**config.mk**
```make
export PLATFORM = sky130hd
export DESIGN_NAME = hart_rr_sched
export DESIGN_NICKNAME = d
export VERILOG_FILES = /design/src/rtl/hart_rr_sched.sv
export SDC_FILE = /design/constraint.sdc
export NUM_CORES = 1
export LEC_CHECK = 0
export CORE_MARGIN = 2
export CORE_UTILIZATION = 60
export CTS_CLUSTER_SIZE = 28
export DETAILED_ROUTE_END_ITERATION = 12
export DONT_BUFFER_PORTS = 1
export GPL_TIMING_DRIVEN = 0
export MAX_ROUTING_LAYER = met4
export PLACE_DENSITY = 0.78
export SETUP_SLACK_MARGIN = 0.4
export SYNTH_ARGS = -nofsm -noshare
export SYNTH_HDL_FRONTEND = slang
export SYNTH_SLANG_ARGS = --single-unit
```
**constraint.sdc**
```tcl
create_clock -name clk -period 1.9 [get_ports clk]
set_input_delay 0.285 -clock clk [delete_from_list [all_inputs] [get_ports clk]]
set_output_delay 0.285 -clock clk [all_outputs]
set_load 0.02 [all_outputs]
```
**src/rtl/hart_rr_sched.sv**
```systemverilog
// rtl/hart_rr_sched.sv - barrel-hart round-robin issue scheduler with sleep/wake and startup flush
module hart_rr_sched #(
  parameter int                 NUM_HARTS         = 16,
  parameter int                 HART_ID_W         = $clog2(NUM_HARTS),
  parameter int                 FLUSH_CYCLES      = 16,
  parameter logic [NUM_HARTS-1:0] RESET_ACTIVE_MASK = {NUM_HARTS{1'b1}}
) (
  input  logic                 clk,
  input  logic                 reset,
  input  logic                 i_sleep_valid,
  input  logic [HART_ID_W-1:0] i_sleep_hart_id,
  input  logic [NUM_HARTS-1:0] i_wake_mask,
  output logic [HART_ID_W-1:0] o_hart_id,
  output logic                 o_hart_valid,
  output logic                 o_slot0,
  output logic                 o_all_asleep
);

  localparam int FL_W = (FLUSH_CYCLES > 1) ? $clog2(FLUSH_CYCLES) : 1;

  localparam logic [0:0] ST_FLUSH = 1'b0;
  localparam logic [0:0] ST_RUN   = 1'b1;

  logic [0:0]           state;
  logic [HART_ID_W-1:0] cnt;
  logic [HART_ID_W-1:0] cnt_next;
  logic [FL_W-1:0]      fl;
  logic [NUM_HARTS-1:0] active;
  logic [NUM_HARTS-1:0] sleep_onehot;
  logic [NUM_HARTS-1:0] active_next;
  logic                 run;

  assign run = (state == ST_RUN);

  // Wake is OR-ed in after the sleep clear so a same-cycle wake wins.
  always_comb begin
    sleep_onehot = '0;
    if (i_sleep_valid) sleep_onehot = NUM_HARTS'(1) << i_sleep_hart_id;
    active_next = (active & ~sleep_onehot) | i_wake_mask;
  end

  always_comb begin
    cnt_next = cnt + HART_ID_W'(1);
    if (cnt == HART_ID_W'(NUM_HARTS - 1)) cnt_next = '0;
  end

  always_ff @(posedge clk) begin
    if (reset) begin
      state        <= ST_FLUSH;
      cnt          <= '0;
      fl           <= '0;
      active       <= RESET_ACTIVE_MASK;
      o_hart_id    <= '0;
      o_hart_valid <= 1'b0;
      o_slot0      <= 1'b0;
      o_all_asleep <= 1'b0;
    end else begin
      cnt          <= cnt_next;
      o_hart_id    <= cnt;
      o_slot0      <= (cnt == '0);
      o_hart_valid <= run & active[cnt];
      active       <= active_next;
      o_all_asleep <= run & (active_next == '0);
      if (state == ST_FLUSH) begin
        fl <= fl + FL_W'(1);
        if (fl == FL_W'(FLUSH_CYCLES - 1)) state <= ST_RUN;
      end
    end
  end

endmodule

```
==> results of run 1 <==
[cell families (layout without fill, tap and decap cells)]
logic type	after synthesis	in the layout	synth area share [%]
mux	6	6	9.666
buf+inv	15	25	4.968
simple gates	63	63	25.29
flops	32	32	46.25
compound gates	21	21	8.581
xor+xnor	4	4	2.530
fa+ha+maj	3	3	2.710
[sequential cells by signal, indices dropped and copies added (netlist names)]
name and count:
active 16, cnt 4, fl 4, o_hart_id 4, o_all_asleep 1, o_hart_valid 1
o_slot0 1, run 1
[repair_timing]
action                                 4_1_cts  5_1_grt
gates resized for setup                      1        4
setup buffers                                1        1
pin swaps                                    0        0
endpoints found under the hold margin        0        0
setup endpoints to repair                    1        2
[power by group]
group,switching (uW),total (uW),internal (uW),leakage [uW]
clock network,223,406,183,0.0000326
registers,18.1,708,690,0.000261
logic,54.0,102,47.5,0.000243
total,295,1220,920,0.000536
[layer usage]
metal	global-route usage, %	part of all wire [%]
met4	14.04	1.8
met5	-	0
met1	27.96	43
met3	8.333	6.2
met2	35.23	49
[metrics by stage]
stage	total power [uW]	util [%]	area, um^2	worst slack, ps
2_1_floorplan	796.9	-	1375	258.0
3_3_place_gp	813.1	64.36	1410	99.65
3_5_place_dp	817.8	64.36	1410	94.30
4_1_cts	1220	67.45	1478	196.9
5_1_grt	1268	68.48	1500	158.2
6_report	1216	68.48	1500	205.3
[cell usage in the layout, fill, tap and decap left out, types with 2 or more instances in the layout]
master / n
sky130_fd_sc_hd__xnor2_1: 2
sky130_fd_sc_hd__clkbuf_1: 5
sky130_fd_sc_hd__nand3b_1: 2
sky130_fd_sc_hd__nor4_1: 2
sky130_fd_sc_hd__clkbuf_4: 5
sky130_fd_sc_hd__xor2_1: 2
sky130_fd_sc_hd__nor3_1: 3
sky130_fd_sc_hd__nand4_1: 2
sky130_fd_sc_hd__a31oi_1: 4
sky130_fd_sc_hd__nor2_1: 15
sky130_fd_sc_hd__or2_2: 5
sky130_fd_sc_hd__ha_1: 3
sky130_fd_sc_hd__nor2b_1: 2
sky130_fd_sc_hd__nand2_1: 6
sky130_fd_sc_hd__a21oi_1: 11
sky130_fd_sc_hd__a211oi_1: 2
sky130_fd_sc_hd__o21ai_0: 3
sky130_fd_sc_hd__buf_4: 3
sky130_fd_sc_hd__and3b_1: 3
sky130_fd_sc_hd__dfxtp_1: 31
sky130_fd_sc_hd__mux4_2: 5
sky130_fd_sc_hd__inv_1: 7
sky130_fd_sc_hd__and3_1: 2
sky130_fd_sc_hd__nand3_1: 5
sky130_fd_sc_hd__nand2b_1: 9
[final timing paths]
| check | cells past startpoint | end | from |
|---|---|---|---|
| worst max register to register | 4 | o_hart_valid | cnt[0] |
| worst min register to register | 2 | active[3] | active[3] |
| worst max-delay path | 4 | o_hart_valid | cnt[0] |
| worst min-delay path | 1 | active[15] | i_wake_mask[15] |
[area by class of cell]
class | instances | area [um^2]
plain buffers | 8 | 43.79
clock buffers | 8 | 58.81
fillers | 183 | 690.7
inverters | 7 | 26.28
multi-input cells | 97 | 679.4
flip-flops and latches | 32 | 641.9
well taps | 28 | 35.03
repair buffers | 2 | 15.01
[worst max-delay path, cell delays in order (launching register included)]
cell	delay, ps
sky130_fd_sc_hd__dfxtp_2	340
sky130_fd_sc_hd__buf_6	130
sky130_fd_sc_hd__mux4_2	510
sky130_fd_sc_hd__mux4_2	450
sky130_fd_sc_hd__and3b_1	170
==> impl_metrics.sql, run 1 <==
INSERT INTO impl_metrics (metric_group, metric, value, unit) VALUES
('synthesis', 'synth_edf_count', '0', ''),
('global_route', 'via_count_of_the_first_global_routing_pass', '988', ''),
('route', 'finalWirelength', '2.719', 'mm'),
('route', 'route.detailed.wl_per_inst', '14.94', 'um'),
('die', 'std_cell_rows', '17', ''),
('timing', 'hold-worst-slack', '45.59', 'ps'),
('critical_path', 'arrival', '1920', 'ps'),
('timing', 'final_hold_viol_count', '0', ''),
('synthesis', 'synth_top_area_share', '46.25', '%'),
('place', 'dpl.hpwl', '1.993', 'mm'),
('clock_tree', 'clock-sinks', '32', ''),
('pwr', 'ir_drop', '853.9', 'uV'),
('clock_tree', 'cts_hold_repair.buffers', '0', ''),
('synthesis', 'synthMostInstantiatedCell', 'sky130_fd_sc_hd__dfxtp_1', ''),
('place', 'place_inst', '172', ''),
('synthesis', 'synth_sequential_area_ratio', '46.25', '%'),
('timing', 'tightest_slew', '411.1', 'ps'),
('pwr', 'p_leak', '0.0005360', 'uW'),
('route', 'drt-vias-per-instance', '5.863', ''),
('critical_path', 'timing.critical_path.from_type', 'flip-flop', ''),
('synthesis', 'ys_top_cells_by_area', 'sky130_fd_sc_hd__dfxtp_1 (46%), sky130_fd_sc_hd__mux4_1 (5.7%), sky130_fd_sc_hd__nand2b_1 (4.1%), sky130_fd_sc_hd__nor2_1 (4.1%), sky130_fd_sc_hd__a21oi_1 (4.0%)', ''),
('synthesis', 'number_of_nets_in_the_synthesized_netlist', '170', ''),
('die', 'die_area', '0.002709', 'mm^2'),
('place', 'routabilityCongestion', '0.9036', ''),
('synthesis', 'synthesis.area_per_instance', '9.619', 'um^2'),
('synthesis', 'yosysUniqueCellTypes', '34', ''),
('global_route', 'initial_antenna_violation_count', '0', ''),
('layout', 'final_nets', '179', ''),
('synthesis', 'async_reset_ff_share', '0', '%'),
('die', 'initial_utilization', '63.22', '%'),
('synthesis', 'prevailing_post_synth_register_cell', 'sky130_fd_sc_hd__dfxtp_1', ''),
('synthesis', 'synth.cells.most_frequent', 'sky130_fd_sc_hd__dfxtp_1 (32), sky130_fd_sc_hd__nor2_1 (15), sky130_fd_sc_hd__a21oi_1 (11)', ''),
('die', 'io_pins', '30', ''),
('global_route', 'globalRouteOverflowTotal', '0', ''),
('synthesis', 'yosysWarnings', '0', ''),
('critical_path', 'worst-setup-path-type', 'flip-flop to flip-flop', ''),
('clock_tree', 'cts_tree', 'yes', ''),
('critical_path', 'crit_path_end_kind', 'flip-flop', ''),
('clock_tree', 'worst_skew_pair.late_latency', '330', 'ps'),
('clock_tree', 'cts_root_buffer', 'sky130_fd_sc_hd__clkbuf_4', ''),
('layout', 'post_route_cells_drive_above_1_share', '16.88', '%'),
('clock_tree', 'clock_path_buffers', '2', ''),
('critical_path', 'critPathMaxFanout', '5', ''),
('synthesis', 'syn_area', '0.001385', 'mm^2'),
('clock_tree', 'worst_setup_hold_path_clk_slew', '100', 'ps'),
('timing', 'max_transition_margin', '72.59', '%'),
('critical_path', 'cp.required', '2120', 'ps'),
('worst_hold_path', 'timing.hold.worst.class', 'input pin to flip-flop', ''),
('global_route', 'grt_start_max_net_pins', '11', ''),
('die', 'die_ht', '52.05', 'um'),
('layout', 'area_growth_syn_to_layout', '8.311', '%'),
('timing', 'max_clock_freq', '590.1', 'MHz'),
('timing', 'timing.final.max_slew_violations', '0', ''),
('route', 'antenna_violating_nets_post_route', '0', ''),
('route', 'num_vias', '1067', ''),
('global_route', 'total_routing_usage_gr', '23.84', '%'),
('route', 'detailedRoute.firstPassIterationCount', '4', ''),
('global_route', 'first_pass_grt_wire_length', '4.422', 'mm'),
('layout', 'instances_no_fill', '182', ''),
('synthesis', 'synth_area_leader_cell', 'sky130_fd_sc_hd__dfxtp_1', ''),
('place', 'placement.io_buffers', '0', ''),
('timing', 'final_min_period_over_clock_period', '89.19', '%'),
('timing', 'skew', '12.93', 'ps'),
('timing', 'post-route-min-period', '1695', 'ps'),
('die', 'core_area', '0.002191', 'mm^2'),
('pwr', 'cellPowerDensity', '810.3', 'mW/mm^2'),
('critical_path', 'ff2ff_setup_slack', '210', 'ps'),
('synthesis', 'synth-seq-cells', '32', ''),
('status', 'outcome', 'complete, no violations', ''),
('route', 'drt_drc_violations_left', '0', ''),
('route', 'drt_iter0_markers', '47', ''),
('clock_tree', 'numCtsBuffers', '5', ''),
('timing', 'unrepaired_setup_endpoints_after_global_routing', 'yes', ''),
('run', 'timing.max_cap.violations', '0', ''),
('layout', 'n_antenna_cell', '0', ''),
('die', 'die_span_x', '52.05', 'um'),
('clock_tree', 'cts-htree-levels', '2', ''),
('synthesis', 'syn-instance-count', '144', ''),
('timing', 'fin_tns_setup', '0', 'ps'),
('timing', 'report.final.setup_viol', '0', '');
Note: power is estimated with default switching activity, not from simulation.
==> run 2: changes to the inputs <==
- SLEW_MARGIN: default -> 20
==> results of run 2 <==
Same layout as run 1: the final DEF is identical, and so are final timing and power.
